==> config.mk <==
export PLATFORM = sky130hd
export DESIGN_NAME = cnt4_reg_stage
export DESIGN_NICKNAME = d
export VERILOG_FILES = /design/src/rtl/cnt4_pkg.sv /design/src/rtl/cnt4_next_inc.sv /design/src/rtl/cnt4_reg_stage.sv
export SDC_FILE = /design/constraint.sdc
export NUM_CORES = 1
export LEC_CHECK = 0
export CAP_MARGIN = 10
export CORE_AREA = 2 2 39 41
export CTS_CLUSTER_DIAMETER = 100
export DETAILED_ROUTE_END_ITERATION = 10
export DIE_AREA = 0 0 41 43
export SLEW_MARGIN = 20
export SYNTH_ARGS = -nofsm -noshare
export SYNTH_HDL_FRONTEND = slang
export SYNTH_HIERARCHICAL = 1
export SYNTH_SLANG_ARGS = --single-unit
==> constraint.sdc <==
create_clock -name clk -period 2.5 [get_ports clk]
set_clock_uncertainty 0.2 [all_clocks]
set_input_delay 0.375 -clock clk [delete_from_list [all_inputs] [get_ports clk]]
set_output_delay 0.375 -clock clk [all_outputs]
set_load 0.01 [all_outputs]
==> src/rtl/cnt4_pkg.sv <==
// rtl/cnt4_pkg.sv - shared constants and operation decode type for the 4-bit count stage
package cnt4_pkg;

    localparam int CNT_W           = 4;
    localparam int CNT_MOD_MAX_DEF = 15;

    typedef enum logic [1:0] {
        OP_HOLD = 2'd0,
        OP_INC  = 2'd1,
        OP_LOAD = 2'd2,
        OP_CLR  = 2'd3
    } cnt_op_e;

endpackage

==> src/rtl/cnt4_next_inc.sv <==
// rtl/cnt4_next_inc.sv - combinational increment and at-max compare for the count stage
module cnt4_next_inc
    import cnt4_pkg::*;
#(
    parameter int WIDTH   = CNT_W,
    parameter int MOD_MAX = CNT_MOD_MAX_DEF
) (
    input  logic [WIDTH-1:0] count,
    output logic [WIDTH-1:0] count_inc,
    output logic             at_max
);

    localparam logic [WIDTH-1:0] MOD_MAX_V = WIDTH'(MOD_MAX);

    logic [WIDTH:0] sum;
    logic           unused_carry;

    // Carry is dropped on purpose: rollover is decided by the at-max compare.
    assign sum          = {1'b0, count} + {{WIDTH{1'b0}}, 1'b1};
    assign count_inc    = sum[WIDTH-1:0];
    assign unused_carry = sum[WIDTH];
    assign at_max       = (count >= MOD_MAX_V);

endmodule

==> src/rtl/cnt4_reg_stage.sv <==
// rtl/cnt4_reg_stage.sv - registered count stage with clear, load, modulo wrap, cascade tc and sticky overflow
// Optional build macro CNT4_SATURATE_EN: hold at MOD_MAX instead of wrapping to zero.
module cnt4_reg_stage
    import cnt4_pkg::*;
#(
    parameter int WIDTH   = CNT_W,
    parameter int MOD_MAX = CNT_MOD_MAX_DEF
) (
    input  logic             clk,
    input  logic             rst,
    input  logic             clr,
    input  logic             load,
    input  logic [WIDTH-1:0] load_val,
    input  logic             en,
    output logic [WIDTH-1:0] count,
    output logic             tc,
    output logic             wrap,
    output logic             ovf
);

    localparam logic [WIDTH-1:0] MOD_MAX_V = WIDTH'(MOD_MAX);

    logic [WIDTH-1:0] count_q, count_d;
    logic             wrap_q, wrap_d;
    logic             ovf_q, ovf_d;
    logic [WIDTH-1:0] count_inc;
    logic             at_max;
    cnt_op_e          op;

    cnt4_next_inc #(
        .WIDTH   (WIDTH),
        .MOD_MAX (MOD_MAX)
    ) u_next_inc (
        .count     (count_q),
        .count_inc (count_inc),
        .at_max    (at_max)
    );

    always_comb begin
        op = OP_HOLD;
        if (clr) begin
            op = OP_CLR;
        end else if (load) begin
            op = OP_LOAD;
        end else if (en) begin
            op = OP_INC;
        end
    end

    always_comb begin
        count_d = count_q;
        wrap_d  = 1'b0;
        ovf_d   = ovf_q;
        case (op)
            OP_CLR: begin
                count_d = '0;
                ovf_d   = 1'b0;
            end
            OP_LOAD: begin
                count_d = load_val;
            end
            OP_INC: begin
                if (at_max) begin
                    ovf_d = 1'b1;
`ifdef CNT4_SATURATE_EN
                    count_d = MOD_MAX_V;
`else
                    count_d = '0;
                    wrap_d  = 1'b1;
`endif
                end else begin
                    count_d = count_inc;
                end
            end
            default: begin
                count_d = count_q;
            end
        endcase
    end

    always_ff @(posedge clk or posedge rst) begin
        if (rst) begin
            count_q <= '0;
            wrap_q  <= 1'b0;
            ovf_q   <= 1'b0;
        end else begin
            count_q <= count_d;
            wrap_q  <= wrap_d;
            ovf_q   <= ovf_d;
        end
    end

    assign count = count_q;
    assign wrap  = wrap_q;
    assign ovf   = ovf_q;
    assign tc    = en && at_max;

endmodule

==> run summary, run 1 <==
The layout has 151 filler cells. Prevailing post-synth register cell: sky130_fd_sc_hd__dfrtp_1. The register-to-register setup slack is 0.80 ns.

Largest voltage drop on the vdd net: 141 uV. Path type of the worst setup path: register to output pin. In the routed layout, each cell is associated on average with a via count of 4.54. The share of the Yosys chip area taken by registers is 35.9%.

Category of the worst setup path capture point: an output pin. The logs give 1 for the H-tree depth and 0 for the initial antenna violation count. The tools report the library cell used as clock root buffer as sky130_fd_sc_hd__clkbuf_4. Synthesized-area fraction occupied by xor and xnor cells: 4.19%. Sorting the synthesized cells by area gives the leading types as sky130_fd_sc_hd__dfrtp_1 (36%), sky130_fd_sc_hd__ha_1 (15%), sky130_fd_sc_hd__a21oi_1 (8.4%). The synthesized netlist cell count was 45; the number of I/O port buffers was 15. The number of buffers created by CTS came out at 3. After detailed placement, the total cell area comes to 581 sq um. From synthesis to final layout, the design area changed by 44.3%. The count of nets left with antenna violations after detail routing came out at 0.

The post-synthesis share of cell area spent on full adders, half adders and majority gates is 15.0%, and the overall fraction of global-route tracks in use is 13.3%. The floorplan step set the die height to 43 microns. In this run the worst hold path is classified as input pin to asynchronous set/reset pin.

The clock network latency to the later pin of the worst-skew pair is 0.24 ns, and the number of synthesized flops with an enable pin is 0. The worst path needs 2.35 ns of the cycle, external delays included. The number of violations of the max-capacitance limit is 0, and the initial cell density of the core is 30.2%. Global-route wire length before repair: 1570 microns.

Setup violations remaining at the end of the flow were counted as 0. For the post-layout instance area, the log shows 603 sq um. 16 I/O pins were placed.

After detailed routing, the number of remaining DRC violations is 0. The die width is 41 microns, and the via count is 354. For this run, the number of Yosys warnings is 6.

After synthesis, the largest family of logic cells by area is compound AO/OA/AOI/OAI gates. The placed wire-length estimate after detailed placement was 694 microns. The tools report the number of global-route vias before repair as 376.

In the synthesized netlist, mux cells make up 0% of the area. After detailed routing, the average wire length per cell comes to 11.1 microns. The total overflow left after global routing is 0. The clock net sink count was 6.

The first detailed-routing pass took 2 iterations. For the max-slew violation count, the log shows 0. Setup repair after global routing left no endpoint under its margin.

The total detailed-routing wirelength was 863 microns. Registers take 150 sq um. Headroom to the max-slew limit came out at 80.4%.

The number of hold buffers added after CTS was 0. The net count of the finished layout is 78. A synthesized cell averages 9.29 sq um. Based on the critical path, the design can be clocked at up to 0.426 GHz. In this run, synthesis produced a sequential element count of 6. The share of final-layout standard cells stronger than drive strength 1 was 9.68%; the core box area was 1380 sq um. The repair_antennas step left the layout with diodes totalling 0. For the count of final hold-check violations, the log shows 0. The logs give 0 for the total of cells resized after clock tree synthesis and 16 for the number of different library cells in the post-synthesis netlist. Summing the areas of all compound-gate instances in the mapped netlist gives 18.6% of the synthesized area. The proportion of register bits with asynchronous set or reset after synthesis is 100%. The violation count after the first detailed-routing iteration was 1. The cell area after synthesis was 418 sq um.

Ranked by instance count, the synthesized netlist is headed by sky130_fd_sc_hd__inv_1 (9), sky130_fd_sc_hd__a21oi_1 (7), sky130_fd_sc_hd__dfrtp_1 (6). The die footprint was 1760 sq um; the clock-pin slew on the worst setup and hold paths was 0.04 ns. The area of the multi-input gates came out at 226 sq um. The startpoint identified for the worst register-to-register timing path is count[0].

Entering global routing, the biggest net connects 10 pins. Buffers added to address setup during post-CTS repair amount to 0. The flow ran to the end, and the final reports show no timing, DRC or antenna violations. The power density of the placed cells is 418 nW/um^2.

Summed over all cells, the static leakage comes to 0.272 nW. Dividing the final minimum period by the clock period gives 93.9%. Summed over all failing endpoints, the final setup total negative slack is 0 ns. Measured in cells, the most critical reg-to-reg path has a length of 4. The floorplan has 14 rows.

The largest fanout of any net on the critical path was 7. The worst register-to-register path ends at count[0]. Of the total synthesized cell area, the portion taken by AND, OR, NAND and NOR gates is 16.5%. At the end of routability-driven placement, the weighted congestion stood at 0.744.

The arrival time at the worst endpoint is 1.77 ns. The most common cell in the synthesized netlist is sky130_fd_sc_hd__inv_1. The data required time of the worst path was 1.92 ns; the share of the synthesized area in the top cell type was 35.9%. TritonCTS built the clock tree. The worst setup path is launched from a register. For the pin with the worst max-slew slack, the measured transition is 0.295 ns. The number of buffers on the longest clock path was 2; the total nets after synthesis was 59. Cell taking the most area after synthesis: sky130_fd_sc_hd__dfrtp_1.
routing by layer:
layer  up-vias  part of all wire (%)  GRT usage (%)
li1        187                     -              -
met1       156                    42           14.9
met2         9                    50           20.0
met3         2                   4.9           3.66
met4         0                   2.2           10.0
met5         -                     0              0
logic make-up after synthesis:
family | count (synthesis)
AO/OA/AOI/OAI | 12
XOR/XNOR | 2
adder cells (fa/ha/maj) | 5
buffers and inverters | 10
flip-flops | 6
AND/OR/NAND/NOR | 10
sequential cells by signal, summed over array words and instances, names as in the netlist:
| name | flops |
|---|---|
| count | 4 |
| ovf | 1 |
| wrap | 1 |
area by class of cell:
type                    count  share of cell area (%)
multi-input cells          29                    37.6
flip-flops and latches      6                    24.9
repair buffers             15                    24.9
inverters                   9                    5.60
clock buffers               3                    3.73
well taps                  16                    3.32
metrics by stage:
step | std cells | hold slack (ns) | utilization [%] | power [W] | setup slack, ns
floorplan | 45 | -0.0340 | - | 0.000138 | 0.872
global placement | 75 | 0.317 | 42.0 | 0.000167 | 0.272
detailed placement | 75 | 0.324 | 42.0 | 0.000167 | 0.233
CTS | 78 | 0.160 | 43.6 | 0.000255 | 0.130
global route | 78 | 0.174 | 43.6 | 0.000271 | 0.0377
finish | 78 | 0.151 | 43.6 | 0.000252 | 0.153
worst max-delay path by stage:
stage	endpoint	start
after floorplan	tc	count[0]
after global placement	count[0]	clr
after detailed placement	count[0]	clr
after CTS	tc	count[0]
after global routing	tc	count[0]
final	tc	count[0]
worst max-delay path, stage by stage, from the launching register on:
cell and delay [ns]:
sky130_fd_sc_hd__dfrtp_1 0.42, sky130_fd_sc_hd__ha_1 0.24, sky130_fd_sc_hd__and3_2 0.26, sky130_fd_sc_hd__and2_1 0.15, sky130_fd_sc_hd__clkdlybuf4s50_1 0.47
placed cells by master (no fill, tap or decap):
cell type and instances:
sky130_fd_sc_hd__and2_2 1, sky130_fd_sc_hd__xor2_1 1, sky130_fd_sc_hd__and2_1 1, sky130_fd_sc_hd__dfrtp_1 6, sky130_fd_sc_hd__ha_1 5, sky130_fd_sc_hd__nand3_1 1, sky130_fd_sc_hd__clkbuf_4 3, sky130_fd_sc_hd__a21o_1 1
sky130_fd_sc_hd__or2_2 1, sky130_fd_sc_hd__nand3b_1 4, sky130_fd_sc_hd__clkdlybuf4s50_1 15, sky130_fd_sc_hd__xnor2_1 1, sky130_fd_sc_hd__nor2b_1 1, sky130_fd_sc_hd__and3_2 1, sky130_fd_sc_hd__a21oi_1 7, sky130_fd_sc_hd__inv_1 9
sky130_fd_sc_hd__a221oi_1 4
power breakdown:
part           switching [W]  total [W]  internal (W)
combinational      0.0000246  0.0000567     0.0000321
sequential        0.00000625   0.000109      0.000103
clock              0.0000323  0.0000864     0.0000541
total              0.0000631   0.000252      0.000189
Power figures use the tool's default switching activity.
==> inputs of run 2 (changes only) <==
Settings changed: TNS_END_PERCENT set to 20.
==> results of run 2 <==
Same layout as run 1: the final DEF is identical, and so are final timing and power.
